**config.mk**
```make
export PLATFORM = sky130hd
export DESIGN_NAME = pipelined_alu
export DESIGN_NICKNAME = d
export VERILOG_FILES = /design/src/rtl/pipelined_alu.sv
export SDC_FILE = /design/constraint.sdc
export NUM_CORES = 1
export LEC_CHECK = 0
export ABC_AREA = 1
export BUFFER_PORTS_ARGS = -buffer_cell sky130_fd_sc_hd__buf_2
export CORE_MARGIN = 8
export CORE_UTILIZATION = 45
export CTS_BUF_LIST = sky130_fd_sc_hd__clkbuf_16
export CTS_CLUSTER_SIZE = 8
export DETAILED_ROUTE_END_ITERATION = 10
export PLACE_DENSITY = 0.74
export SKIP_CTS_REPAIR_TIMING = 1
export SLEW_MARGIN = 30
export SYNTH_ARGS = -nofsm -noshare
export SYNTH_HDL_FRONTEND = slang
export SYNTH_SLANG_ARGS = --single-unit
export TNS_END_PERCENT = 50
```
**constraint.sdc**
```tcl
create_clock -name i_clk -period 4.54 [get_ports i_clk]
set_clock_uncertainty 0.15 [all_clocks]
set_input_delay 0.454 -clock i_clk [delete_from_list [all_inputs] [get_ports i_clk]]
set_output_delay 0.454 -clock i_clk [all_outputs]
set_load 0.005 [all_outputs]
```
**src/rtl/pipelined_alu.sv**
```systemverilog
// pipelined_alu
//
// Single-issue ALU with a valid/ready handshake on both sides. Non-shift
// opcodes, reserved opcodes and shifts by zero finish in one cycle. Shifts
// by a non-zero amount run on an iterative shifter. The shifter moves the
// working value by at most SHIFT_STEP bits per cycle, trading latency for a
// small shifter.
//
// Parameters
//   WIDTH       datapath width (power of two, >= 8)
//   RD_W        destination-register index width
//   SHIFT_STEP  maximum shift distance per cycle (power of two, 1..WIDTH)
//
// Ports
//   i_clk       clock, all state on the rising edge
//   i_rst       synchronous active-low reset
//   i_valid     operation offered
//   o_ready     operation accepted when i_valid && o_ready
//   i_flush     abort any in-flight operation and drop a pending result
//   i_function  4-bit opcode
//   i_en        write qualifier, captured at accept
//   i_use_imm   select i_imm instead of i_c as operand C
//   i_b         operand B
//   i_c         operand C
//   i_imm       pre-extended immediate
//   i_rd        destination index
//   o_valid     result available
//   i_ready     consumer takes the result when o_valid && i_ready
//   o_rd        destination of the result
//   o_val       result value
//   o_wr        write request, meaningful only while o_valid

module pipelined_alu #(
    parameter int unsigned WIDTH      = 32,
    parameter int unsigned RD_W       = 6,
    parameter int unsigned SHIFT_STEP = 1
) (
    input  logic             i_clk,
    input  logic             i_rst,
    input  logic             i_valid,
    output logic             o_ready,
    input  logic             i_flush,
    input  logic [3:0]       i_function,
    input  logic             i_en,
    input  logic             i_use_imm,
    input  logic [WIDTH-1:0] i_b,
    input  logic [WIDTH-1:0] i_c,
    input  logic [WIDTH-1:0] i_imm,
    input  logic [RD_W-1:0]  i_rd,
    output logic             o_valid,
    input  logic             i_ready,
    output logic [RD_W-1:0]  o_rd,
    output logic [WIDTH-1:0] o_val,
    output logic             o_wr
);

    localparam int unsigned ShamtW = $clog2(WIDTH);
    localparam int unsigned HalfW  = WIDTH / 2;
    // One extra bit so that SHIFT_STEP == WIDTH is still representable.
    localparam logic [ShamtW:0] StepExt = SHIFT_STEP[ShamtW:0];

    localparam logic [3:0] OpAdd   = 4'd0;
    localparam logic [3:0] OpSub   = 4'd1;
    localparam logic [3:0] OpSlts  = 4'd2;
    localparam logic [3:0] OpSltu  = 4'd3;
    localparam logic [3:0] OpXor   = 4'd4;
    localparam logic [3:0] OpOr    = 4'd5;
    localparam logic [3:0] OpAnd   = 4'd6;
    localparam logic [3:0] OpMove  = 4'd7;
    localparam logic [3:0] OpSmove = 4'd8;
    localparam logic [3:0] OpLsl   = 4'd9;
    localparam logic [3:0] OpLsr   = 4'd10;
    localparam logic [3:0] OpAsr   = 4'd11;

    typedef enum logic [0:0] {StIdle, StShift} state_e;

    state_e             state_q;

    // Result registers, driven straight onto the outputs.
    logic               valid_q;
    logic [WIDTH-1:0]   val_q;
    logic [RD_W-1:0]    rd_q;
    logic               wr_q;

    // Working registers for a multi-cycle shift.
    logic [3:0]         op_q;
    logic [WIDTH-1:0]   work_q;
    logic [ShamtW-1:0]  rem_q;
    logic [RD_W-1:0]    pend_rd_q;
    logic               pend_en_q;

    // Accept-side decode.
    logic [WIDTH-1:0]   c_sel;
    logic [ShamtW-1:0]  amt;
    logic               is_shift;
    logic               accept;
    logic               start_shift;
    logic [WIDTH-1:0]   alu_val;
    logic               alu_wr;

    // Iterative shifter.
    logic [ShamtW-1:0]  step_amt;
    logic [WIDTH-1:0]   shifted;

    assign c_sel       = i_use_imm ? i_imm : i_c;
    assign amt         = c_sel[ShamtW-1:0];
    assign is_shift    = (i_function == OpLsl) || (i_function == OpLsr) ||
                         (i_function == OpAsr);
    // Including i_rst keeps o_ready low for the whole reset period.
    assign o_ready     = i_rst && (state_q == StIdle) && (!valid_q || i_ready) && !i_flush;
    assign accept      = i_valid && o_ready;
    assign start_shift = accept && is_shift && (amt != '0);

    assign o_valid = valid_q;
    assign o_val   = val_q;
    assign o_rd    = rd_q;
    assign o_wr    = wr_q;

    // Single-cycle result. A shift only reaches this path with amount 0,
    // so it passes B through unchanged.
    always_comb begin
        alu_val = '0;
        case (i_function)
            OpAdd:   alu_val = i_b + c_sel;
            OpSub:   alu_val = i_b - c_sel;
            OpSlts:  alu_val = {{(WIDTH-1){1'b0}}, $signed(i_b) < $signed(c_sel)};
            OpSltu:  alu_val = {{(WIDTH-1){1'b0}}, i_b < c_sel};
            OpXor:   alu_val = i_b ^ c_sel;
            OpOr:    alu_val = i_b | c_sel;
            OpAnd:   alu_val = i_b & c_sel;
            OpMove:  alu_val = c_sel;
            OpSmove: alu_val = {c_sel[HalfW-1:0], i_b[HalfW-1:0]};
            OpLsl,
            OpLsr,
            OpAsr:   alu_val = i_b;
            default: alu_val = '0;
        endcase
    end

    // Opcodes 12-15 never request a write.
    assign alu_wr = i_en && (i_function[3:2] != 2'b11);

    // Shift by min(SHIFT_STEP, remaining). The working value keeps its
    // original sign bit under ASR, so an arithmetic shift of the working
    // value fills with the operand's original sign.
    always_comb begin
        step_amt = ({1'b0, rem_q} < StepExt) ? rem_q : StepExt[ShamtW-1:0];
        case (op_q)
            OpLsl:   shifted = work_q << step_amt;
            OpLsr:   shifted = work_q >> step_amt;
            default: shifted = $unsigned($signed(work_q) >>> step_amt);
        endcase
    end

    always_ff @(posedge i_clk) begin
        if (!i_rst) begin
            state_q   <= StIdle;
            valid_q   <= 1'b0;
            val_q     <= '0;
            rd_q      <= '0;
            wr_q      <= 1'b0;
            op_q      <= '0;
            work_q    <= '0;
            rem_q     <= '0;
            pend_rd_q <= '0;
            pend_en_q <= 1'b0;
        end else if (i_flush) begin
            // Working registers are left as they are. They are dead once
            // the state returns to idle.
            state_q <= StIdle;
            valid_q <= 1'b0;
        end else begin
            case (state_q)
                StIdle: begin
                    if (start_shift) begin
                        // Any earlier result is either absent or being
                        // consumed on this edge, so valid drops.
                        state_q   <= StShift;
                        valid_q   <= 1'b0;
                        op_q      <= i_function;
                        work_q    <= i_b;
                        rem_q     <= amt;
                        pend_rd_q <= i_rd;
                        pend_en_q <= i_en;
                    end else if (accept) begin
                        valid_q <= 1'b1;
                        val_q   <= alu_val;
                        rd_q    <= i_rd;
                        wr_q    <= alu_wr;
                    end else if (i_ready) begin
                        valid_q <= 1'b0;
                    end
                end
                StShift: begin
                    work_q <= shifted;
                    rem_q  <= rem_q - step_amt;
                    // Last step: publish the result on this same edge.
                    if (rem_q == step_amt) begin
                        state_q <= StIdle;
                        valid_q <= 1'b1;
                        val_q   <= shifted;
                        rd_q    <= pend_rd_q;
                        wr_q    <= pend_en_q;
                    end
                end
                default: state_q <= StIdle;
            endcase
        end
    end

endmodule

```
==> results.toml <==
[status]
status = "finished clean"

[synth]
synth_adder_area_share_pct = 11.20
synth_edf_count = 0
synth_area_mm2 = 0.01164
netlist_top_cells_count = "nand2_1, inv_1, nor2_1, o21ai_0, nand3_1"
synth_compound_area_share_pct = 23.45
yosys.cell_count.top_type = "nand2_1"
syn_area_per_cell_um2 = 5.548
synth_ff_type = "dfxtp_1"
synth_top_area_share_pct = 18.06
syn-num-nets = 2314
synth-async-reset-ratio_pct = 0
synth_seq_area_share_pct = 15.31
yosys.area.top_type = "nand2_1"
synth_seq_cells = 89
synth_xor_area_share_pct = 0.07525
ys.warnings.count = 0
synth_cell_types = 46
synth_top_family_by_area = "simple AND/OR/NAND/NOR gates"
synthSimpleGateAreaFrac_pct = 34.11
synth.area.mux_share_pct = 0
syn_inst = 2098
ys_top_cells_by_area = "nand2_1, dfxtp_1, inv_1, ha_1, o21ai_0"

[worst_setup_path]
cp-end-kind = "flop"
cp-start-kind = "primary input"
critical_path_class = "in -> reg"
critPathArrivalTime_ps = 3830
crit_fanout = 16
worstPathRequired_ps = 4680
ff2ff_setup_slack_ps = 1520

[clocking]
cts_buffers = 9
htreeDepth = 3
cts_buffer_depth = 2
cts.sinks = 89
cts_tree = "yes"
path_clk_slew_ps = 80
clock_latency_ps = 350
clock-root-buffer = "clkbuf_16"

[power]
switching_share_pct = 46.01
switchingPower_mw = 1.344
p_leak_nw = 7.109
p_comb_share_pct = 45.9
clock_power_share_pct = 26.2
seqPwrFrac_pct = 27.9
power.density_mw_per_mm2 = 224.6
vdd_drop_max_mv = 0.2215
p_int_mw = 1.577

[sta]
period_share_pct = 81.30
worst_pin_slew_ps = 1029
finalHoldViolations = 0
tns_ps = 0
finalCriticalPeriod_ps = 3691
finalMaxSlewViolations = 0
rsz0062_at_grt = "false"
max_freq_ghz = 0.2709
fin_ws_ps = 849.1
setup_violations = 0
slew_headroom_pct = 31.23

[final_layout]
layout.nets = 2419
fin_util_pct = 50.49
syn2layout_area_growth_pct = 11.77
fillers = 2860
antenna_cells = 0
drive_gt1_share_pct = 10.28
finalNonFillerCells = 2543

[grt]
overflow = 0
grt_pass1_wl_mm = 84.02
grt_usage_pct = 35.21
grt_pass1_vias = 14000
grt_max_degree = 86
antenna_found_initial = 2

[placement]
hpwlAfterDp_mm = 46.24
placed_cells = 2527
dp_slack_ps = 547.6
gp_congestion = 1.073
portBuffers = 153

[detailed_routing]
drtIter0Drc = 1673
drc = 0
vias = 14890
ant_nets = 0
wire_per_inst_um = 22.30
first_pass_iters = 6
viasPerCell = 5.855
wl_mm = 56.72

[floorplan]
die_w_um = 176.8
initial_core_util_pct = 45.18
fp.dieH_um = 176.8
ios = 154
dieArea_mm2 = 0.03127
rows = 59
coreArea_mm2 = 0.02576

[flow_run]
max_cap_viol_count = 0

[worst_hold_path]
hold_path_class = "in -> reg"
==> metrics by stage <==
stage / total power [mW] / hold slack [ps] / area [µm²]
2_1_floorplan: 1.631 / 269.4 / 11640
5_1_grt: 3.083 / 243.9 / 13010
3_5_place_dp: 2.126 / 282.5 / 12710
4_1_cts: 2.889 / 220.3 / 13010
6_report: 2.921 / 226.6 / 13010
3_3_place_gp: 2.126 / 279.0 / 12680
==> cells in the final DEF (no fill, tap or decap), drive strengths merged, types with 7 or more instances in the layout <==
master | synthesis | final
a31oi | 33 | 33
nor3b | 7 | 7
nand4 | 19 | 19
dfxtp | 89 | 89
buf | 28 | 189
nand2 | 561 | 561
ha | 101 | 101
o21ai | 172 | 172
inv | 380 | 383
o221ai | 23 | 23
clkbuf | 67 | 9
nor3 | 28 | 28
o22ai | 67 | 67
a21oi | 118 | 118
a211oi | 9 | 9
o21a | 21 | 21
nand3 | 152 | 152
nor2 | 182 | 182
o21bai | 10 | 10
==> flip-flops by register name, summed over array words and instances, names as in the netlist <==
register   cells
o_rd           6
o_val         32
o_valid        1
o_wr           1
op_q           4
pend_en_q      1
pend_rd_q      6
rem_q          5
state_q        1
work_q        32
==> path summary, 6_finish.rpt <==
check / cells past startpoint / to / startpoint
max: 15 / o_val[28] / i_use_imm
min: 3 / pend_rd_q[1] / i_rd[1]
max reg2reg: 11 / o_rd[4] / rem_q[1]
min reg2reg: 2 / op_q[2] / op_q[2]
==> power groups by stage <==
stage | clock network (mW) | logic, mW | registers [mW]
floorplan | 0 | 0.802 | 0.829
detailed placement | 0 | 1.29 | 0.833
CTS | 0.775 | 1.30 | 0.814
global route | 0.806 | 1.46 | 0.817
global placement | 0 | 1.29 | 0.832
finish | 0.766 | 1.34 | 0.815
==> critical path, stage by stage <==
cell	delay, ps
buf_2	190
buf_4	240
o21ai_0	730
ha_1	490
nor2_1	280
nand2_1	180
nor2_1	270
nand2_1	110
nand3_1	180
nand2_1	120
nand3_1	100
nand3_1	140
nand3_1	100
nand2_1	60
a21oi_1	150
==> metal layers <==
metal,GRT usage [%],part of all wire (%),up-vias,wire (µm)
met5,0,0.041,-,23
met4,23.75,7.2,4,4105
met3,4.822,8.6,190,4865
met2,55.67,44,937,24900
met1,44.04,40,6764,22830
li1,-,-,6994,-
==> kinds of logic after synthesis <==
logic type               after synthesis
AO/OA/AOI/OAI                        468
XOR/XNOR                               1
adder cells (fa/ha/maj)              103
buffers and inverters                477
flip-flops                            89
AND/OR/NAND/NOR                      960
==> final cells by class <==
class / count / area [µm²] / share of cell area [%]
Sequential cell: 89 / 1782 / 13.70
Clock inverter: 7 / 73.82 / 0.5675
Timing Repair Buffer: 189 / 1056 / 8.118
Clock buffer: 9 / 225.2 / 1.731
Tap cell: 335 / 419.2 / 3.222
Inverter: 382 / 1434 / 11.02
Multi-Input combinational cell: 1532 / 8019 / 61.64
(Power assumes the default switching activity.)
